### config.mk
export PLATFORM = sky130hd
export DESIGN_NAME = serial_add_sequencer_flat
export DESIGN_NICKNAME = d
export VERILOG_FILES = /design/src/rtl/serial_add_pkg.sv /design/src/rtl/serial_add_sequencer_if.sv /design/src/rtl/serial_add_bit.sv /design/src/rtl/serial_add_sequencer.sv /design/src/flat_wrapper.sv
export SDC_FILE = /design/constraint.sdc
export NUM_CORES = 1
export LEC_CHECK = 0
export ABC_AREA = 1
export CORE_ASPECT_RATIO = 1.25
export CORE_MARGIN = 4
export CORE_UTILIZATION = 52
export DETAILED_ROUTE_END_ITERATION = 12
export PLACE_DENSITY = 0.84
export SKIP_LAST_GASP = 1
export SLEW_MARGIN = 40
export SYNTH_ARGS = -nofsm -noshare
export SYNTH_HDL_FRONTEND = slang
export SYNTH_SLANG_ARGS = --single-unit
### constraint.sdc
create_clock -name clk -period 1.7 [get_ports clk]
set_input_delay 0.17 -clock clk [delete_from_list [all_inputs] [get_ports clk]]
set_output_delay 0.17 -clock clk [all_outputs]
set_load 0.01 [all_outputs]
### src/rtl/serial_add_pkg.sv
// serial_add_pkg: shared FSM state type and default operand width
package serial_add_pkg;
  localparam int DEFAULT_WIDTH = 8;
  typedef enum logic [1:0] {IDLE, SHIFT, DONE} state_t;
endpackage

### src/rtl/serial_add_sequencer_if.sv
// serial_add_sequencer_if: operand/result handshake bundle
// master drives in_valid/a_in/b_in/out_ready; slave drives in_ready/out_valid/sum_out/carry_out/busy
interface serial_add_sequencer_if #(parameter int WIDTH = serial_add_pkg::DEFAULT_WIDTH);
  logic in_valid, in_ready, out_valid, out_ready, carry_out, busy;
  logic [WIDTH-1:0] a_in, b_in, sum_out;
  modport master (output in_valid, a_in, b_in, out_ready, input in_ready, out_valid, sum_out, carry_out, busy);
  modport slave (input in_valid, a_in, b_in, out_ready, output in_ready, out_valid, sum_out, carry_out, busy);
endinterface

### src/rtl/serial_add_bit.sv
// serial_add_bit: 1-bit full adder with carry flip-flop
// clk/rst_n: clock, async active-low reset; i_a/i_b: operand bits; i_clr: sync carry clear;
// i_en: carry update enable; o_sum/o_cout: combinational sum and carry-out
module serial_add_bit (
  input  logic clk,
  input  logic rst_n,
  input  logic i_a,
  input  logic i_b,
  input  logic i_clr,
  input  logic i_en,
  output logic o_sum,
  output logic o_cout
);
  logic r_c;
  assign o_sum = i_a ^ i_b ^ r_c;
  assign o_cout = (i_a & i_b) | (r_c & (i_a ^ i_b));
  always_ff @(posedge clk or negedge rst_n)
    if (!rst_n) r_c <= 1'b0;
    else r_c <= i_clr ? 1'b0 : i_en ? o_cout : r_c;
endmodule

### src/rtl/serial_add_sequencer.sv
// serial_add_sequencer: bit-serial adder with valid/ready handshake, one bit per cycle LSB first
// clk: clock; rst: async active-low reset; bus: slave side of serial_add_sequencer_if
module serial_add_sequencer #(parameter int WIDTH = serial_add_pkg::DEFAULT_WIDTH) (
  input logic clk,
  input logic rst,
  serial_add_sequencer_if.slave bus
);
  import serial_add_pkg::*;
  localparam int CW = $clog2(WIDTH + 1);
  state_t r_state;
  logic [WIDTH-1:0] r_a, r_b, r_res, r_sum;
  logic [CW-1:0] r_cnt;
  logic r_carry, r_out_valid, w_s, w_c, w_shift, w_accept, w_last;
  assign w_shift = r_state == SHIFT;
  assign w_accept = bus.in_valid && bus.in_ready;
  assign w_last = r_cnt == CW'(WIDTH - 1);
  assign bus.in_ready = (r_state == IDLE) && rst;
  assign bus.busy = r_state != IDLE;
  assign bus.out_valid = r_out_valid;
  assign bus.sum_out = r_sum;
  assign bus.carry_out = r_carry;
  serial_add_bit u_bit (
    .clk(clk), .rst_n(rst), .i_a(r_a[0]), .i_b(r_b[0]),
    .i_clr(w_accept), .i_en(w_shift), .o_sum(w_s), .o_cout(w_c)
  );
  // result bits enter at the MSB so after WIDTH shifts bit 0 sits at the LSB;
  // the published sum/carry only update on the final shift so no partial value is visible
  always_ff @(posedge clk or negedge rst) begin
    if (!rst) begin
      r_state <= IDLE;
      r_a <= '0;
      r_b <= '0;
      r_res <= '0;
      r_sum <= '0;
      r_cnt <= '0;
      r_carry <= 1'b0;
      r_out_valid <= 1'b0;
    end else begin
      case (r_state)
        IDLE: if (w_accept) begin
          r_a <= bus.a_in;
          r_b <= bus.b_in;
          r_cnt <= '0;
          r_state <= SHIFT;
        end
        SHIFT: begin
          r_a <= r_a >> 1;
          r_b <= r_b >> 1;
          r_res <= {w_s, r_res[WIDTH-1:1]};
          r_cnt <= r_cnt + CW'(1);
          if (w_last) begin
            r_sum <= {w_s, r_res[WIDTH-1:1]};
            r_carry <= w_c;
            r_out_valid <= 1'b1;
            r_state <= DONE;
          end
        end
        DONE: if (bus.out_ready) begin
          r_out_valid <= 1'b0;
          r_state <= IDLE;
        end
        default: r_state <= IDLE;
      endcase
    end
  end
endmodule

### src/flat_wrapper.sv
// flat-port wrapper written by rule: the top's interface ports become plain ports
module serial_add_sequencer_flat import serial_add_pkg::*;
#(parameter int WIDTH = serial_add_pkg::DEFAULT_WIDTH)
  (clk, rst, bus_in_valid, bus_a_in, bus_b_in, bus_out_ready, bus_in_ready, bus_out_valid, bus_sum_out, bus_carry_out, bus_busy);
  serial_add_sequencer_if #(.WIDTH(WIDTH)) bus_i ();
  input logic clk;
  input logic rst;
  input wire logic [$bits(bus_i.in_valid)-1:0] bus_in_valid;
  input wire logic [$bits(bus_i.a_in)-1:0] bus_a_in;
  input wire logic [$bits(bus_i.b_in)-1:0] bus_b_in;
  input wire logic [$bits(bus_i.out_ready)-1:0] bus_out_ready;
  output wire logic [$bits(bus_i.in_ready)-1:0] bus_in_ready;
  output wire logic [$bits(bus_i.out_valid)-1:0] bus_out_valid;
  output wire logic [$bits(bus_i.sum_out)-1:0] bus_sum_out;
  output wire logic [$bits(bus_i.carry_out)-1:0] bus_carry_out;
  output wire logic [$bits(bus_i.busy)-1:0] bus_busy;
  assign bus_i.in_valid = bus_in_valid;
  assign bus_i.a_in = bus_a_in;
  assign bus_i.b_in = bus_b_in;
  assign bus_i.out_ready = bus_out_ready;
  assign bus_in_ready = bus_i.in_ready;
  assign bus_out_valid = bus_i.out_valid;
  assign bus_sum_out = bus_i.sum_out;
  assign bus_carry_out = bus_i.carry_out;
  assign bus_busy = bus_i.busy;
  serial_add_sequencer #(.WIDTH(WIDTH)) u_core (.clk(clk), .rst(rst), .bus(bus_i));
endmodule
==> results of run 1 <==
[area by class of cell]
type                            instances  share of cell area (%)
Clock buffer                            6                   3.189
Clock inverter                          1                  0.2199
Inverter                               13                   2.144
Multi-Input combinational cell        160                   32.60
Sequential cell                        40                   44.04
Tap cell                               39                   2.144
Timing Repair Buffer                   38                   15.67
[flip-flops by register name (all words and copies together) (netlist names)]
register,count
u_core.r_a,8
u_core.bus.carry_out,1
u_core.r_cnt,4
u_core.r_state,2
u_core.bus.sum_out,8
u_core.r_res,7
u_core.r_b,8
u_core.bus.out_valid,1
u_core.u_bit.r_c,1
[report_power, final]
part           total, mW  switching, mW  internal [mW]
registers           1.62          0.259           1.36
clock network      0.587          0.308          0.279
logic               1.76           1.01          0.746
total               3.96           1.58           2.38
[cell families after synthesis]
family / share of synthesized area [%]
DFF: 53.84
buffers and inverters: 6.527
adders and majority gates: 1.750
and+or+nand+nor: 32.23
AOI/OAI and AO/OA: 5.653
[critical path, stage by stage, from the launching register on]
cell             delay (ps)
dfrtp_2                 450
nor2_4                  150
inv_1                    60
clkdlybuf4s50_1         470
[worst paths after layout]
kind / to / slack (ps) / depth (start not counted)
hold / removal: u_core.bus.sum_out[5]$_DFFE_PN0P_ / -10 / 2
min in group clk: u_core.r_state[0]$_DFFE_PN0P_ / 330 / 3
max in group asynchronous: u_core.r_state[1]$_DFFE_PN0P_ / 1330 / 2
setup / recovery: bus_busy / 110 / 3
hold reg to reg: u_core.bus.sum_out[4]$_DFFE_PN0P_ / 480 / 2
setup reg to reg: u_core.bus.sum_out[6]$_DFFE_PN0P_ / 280 / 6
[what timing repair did]
action                     CTS  global route
gates resized for setup      3             0
hold buffers                 0             0
setup endpoints to repair    1             0
[cells in the mapped netlist]
| cell type | number |
|---|---|
| buf_6 | 2 |
| buf_2 | 7 |
| inv_2 | 2 |
| inv_1 | 11 |
| nand2_1 | 103 |
| nand3_2 | 1 |
| nand2_2 | 3 |
| or2_2 | 2 |
| o21ai_0 | 9 |
| ha_1 | 1 |
| dfrtp_1 | 40 |
| fa_1 | 1 |
| o31ai_1 | 1 |
| nand3_1 | 26 |
| nand4_1 | 3 |
| nor2_2 | 3 |
| buf_4 | 2 |
| nor2_1 | 1 |
| o21ai_2 | 6 |
[per-layer routing]
metal,track usage (%),up-vias,wire length [um]
li1,-,770,-
met1,20.37,687,1517
met2,30.27,33,1759
met3,3.087,6,151
met4,8.491,0,70
met5,0,-,0
==> run summary, run 1 <==
Worst setup SP type -> flip-flop
Setup Buffers After CTS -> 0
Clock root cell -> clkbuf_8
Routed vias/inst -> 5.037
Place WS -> 156.5 ps
Initial antenna violation count -> 0
Drt total wl -> 3499 um
Final Instance Count excl. Fillers -> 297
# IOs -> 32
Final Hold Fails -> 21
DRC -> 0
First-pass GRT wire length -> 6003 um
Initial drt markers -> 66
Worst setup startpoint -> u_core.r_state[1]$_DFFE_PN0P_
#FFs+latches synth -> 40
Setup TNS Final -> 0 ps
Ant. Diodes -> 0
ANT nets after route -> 0
Slew Limit Fails -> 0
TritonCTS clock tree -> yes
Port Buffers -> 31
Leakage -> 1.181 nW
CP max FO -> 4
CP endpoint kind -> primary output
Largest cells by area after synthesis -> dfrtp_1 54%, nand2_1 21%, nand3_1 7.0%
Min Tclk post-route -> 1594 ps
Dpl cell area -> 2193 um^2
Worst-margin pin slew -> 523.5 ps
Fraction of layout cells with a size suffix above 1 -> 12.40%
Clock Latency Late Sink -> 290 ps
Total power -> 3.963 mW
H-tree depth -> 2
Clock Skews -> 8.146 ps
CP Data Arrival Time -> 1420 ps
Area leader, netlist -> dfrtp_1
Syn Inst Count -> 224
Die width -> 61.49 um
Total of max-cap violations -> 0
Power Density -> 1741 nW/um^2
Final worst slack -> 106.0 ps
Clock-pin slew on the worst setup and hold paths -> 70 ps
Peak VDD IR -> 1.037 mV
Worst Setup Path Type -> reg2out
Design Area, Final -> 2276 um^2
Yosys warnings -> 0
Detailed Place HPWL -> 2498 um
GP Congestion -> 0.7703
CTS max path bufs -> 2
Area grow syn2layout -> 22.41%
Rel. slew slack -> 65.10%
Yosys top cell area share -> 53.84%
CTS sink cnt -> 40
Worst R2R Start -> u_core.r_cnt[0]$_DFFE_PN0P_
Final setup violation count -> 0
Placed cell count -> 290
Hold WS -> -13.72 ps
Syn_nets -> 246
Synth cell types -> 19
Syn_area_per_cell -> 8.300 um^2
Die area -> 4602 um^2
Wirelength per Cell -> 11.78 um
Multi-input gate area -> 742.0 um^2
Register area share after synthesis -> 53.84%
Vias -> 1496
WP data required -> 1530 ps
Fin crit share -> 93.76%
Total track usage -> 17.46%
Cell area after synthesis -> 1859 um^2
Total CTS buffers -> 5
Largest net degree at the start of global routing -> 43
FF/Latch Area -> 1002 um^2
# rows -> 24
Number of global-route vias before repair -> 1425
Fill count -> 287
Starting density of the core -> 53.84%
Status -> complete, but fails checks
Most frequent cells in the layout -> 103 x nand2_1, 39 x dfrtp_1, 29 x clkdlybuf4s50_1
Commonest non-fill, non-tap cell in the layout -> nand2_1
Maximum operating frequency -> 0.6274 GHz
Failing checks -> negative hold slack
Hold Crit Class -> in2async
Die H -> 74.86 um
Nets -> 280
Util after Layout -> 65.91%
DRT Pass-1 Iters -> 4
Core Region -> 3453 um^2
RSZ-0062 raised after global routing -> false
GR Overflow Total -> 0
Power figures use the tool's default switching activity.
==> run 2, diff against run 1 <==
--- a/config.mk
+++ b/config.mk
@@ -12,7 +12,7 @@
 export DETAILED_ROUTE_END_ITERATION = 12
 export PLACE_DENSITY = 0.84
 export SKIP_LAST_GASP = 1
-export SLEW_MARGIN = 40
+export SLEW_MARGIN = 20
 export SYNTH_ARGS = -nofsm -noshare
 export SYNTH_HDL_FRONTEND = slang
 export SYNTH_SLANG_ARGS = --single-unit
==> results of run 2 <==
No change in the layout: final DEF, timing and power equal those of run 1.
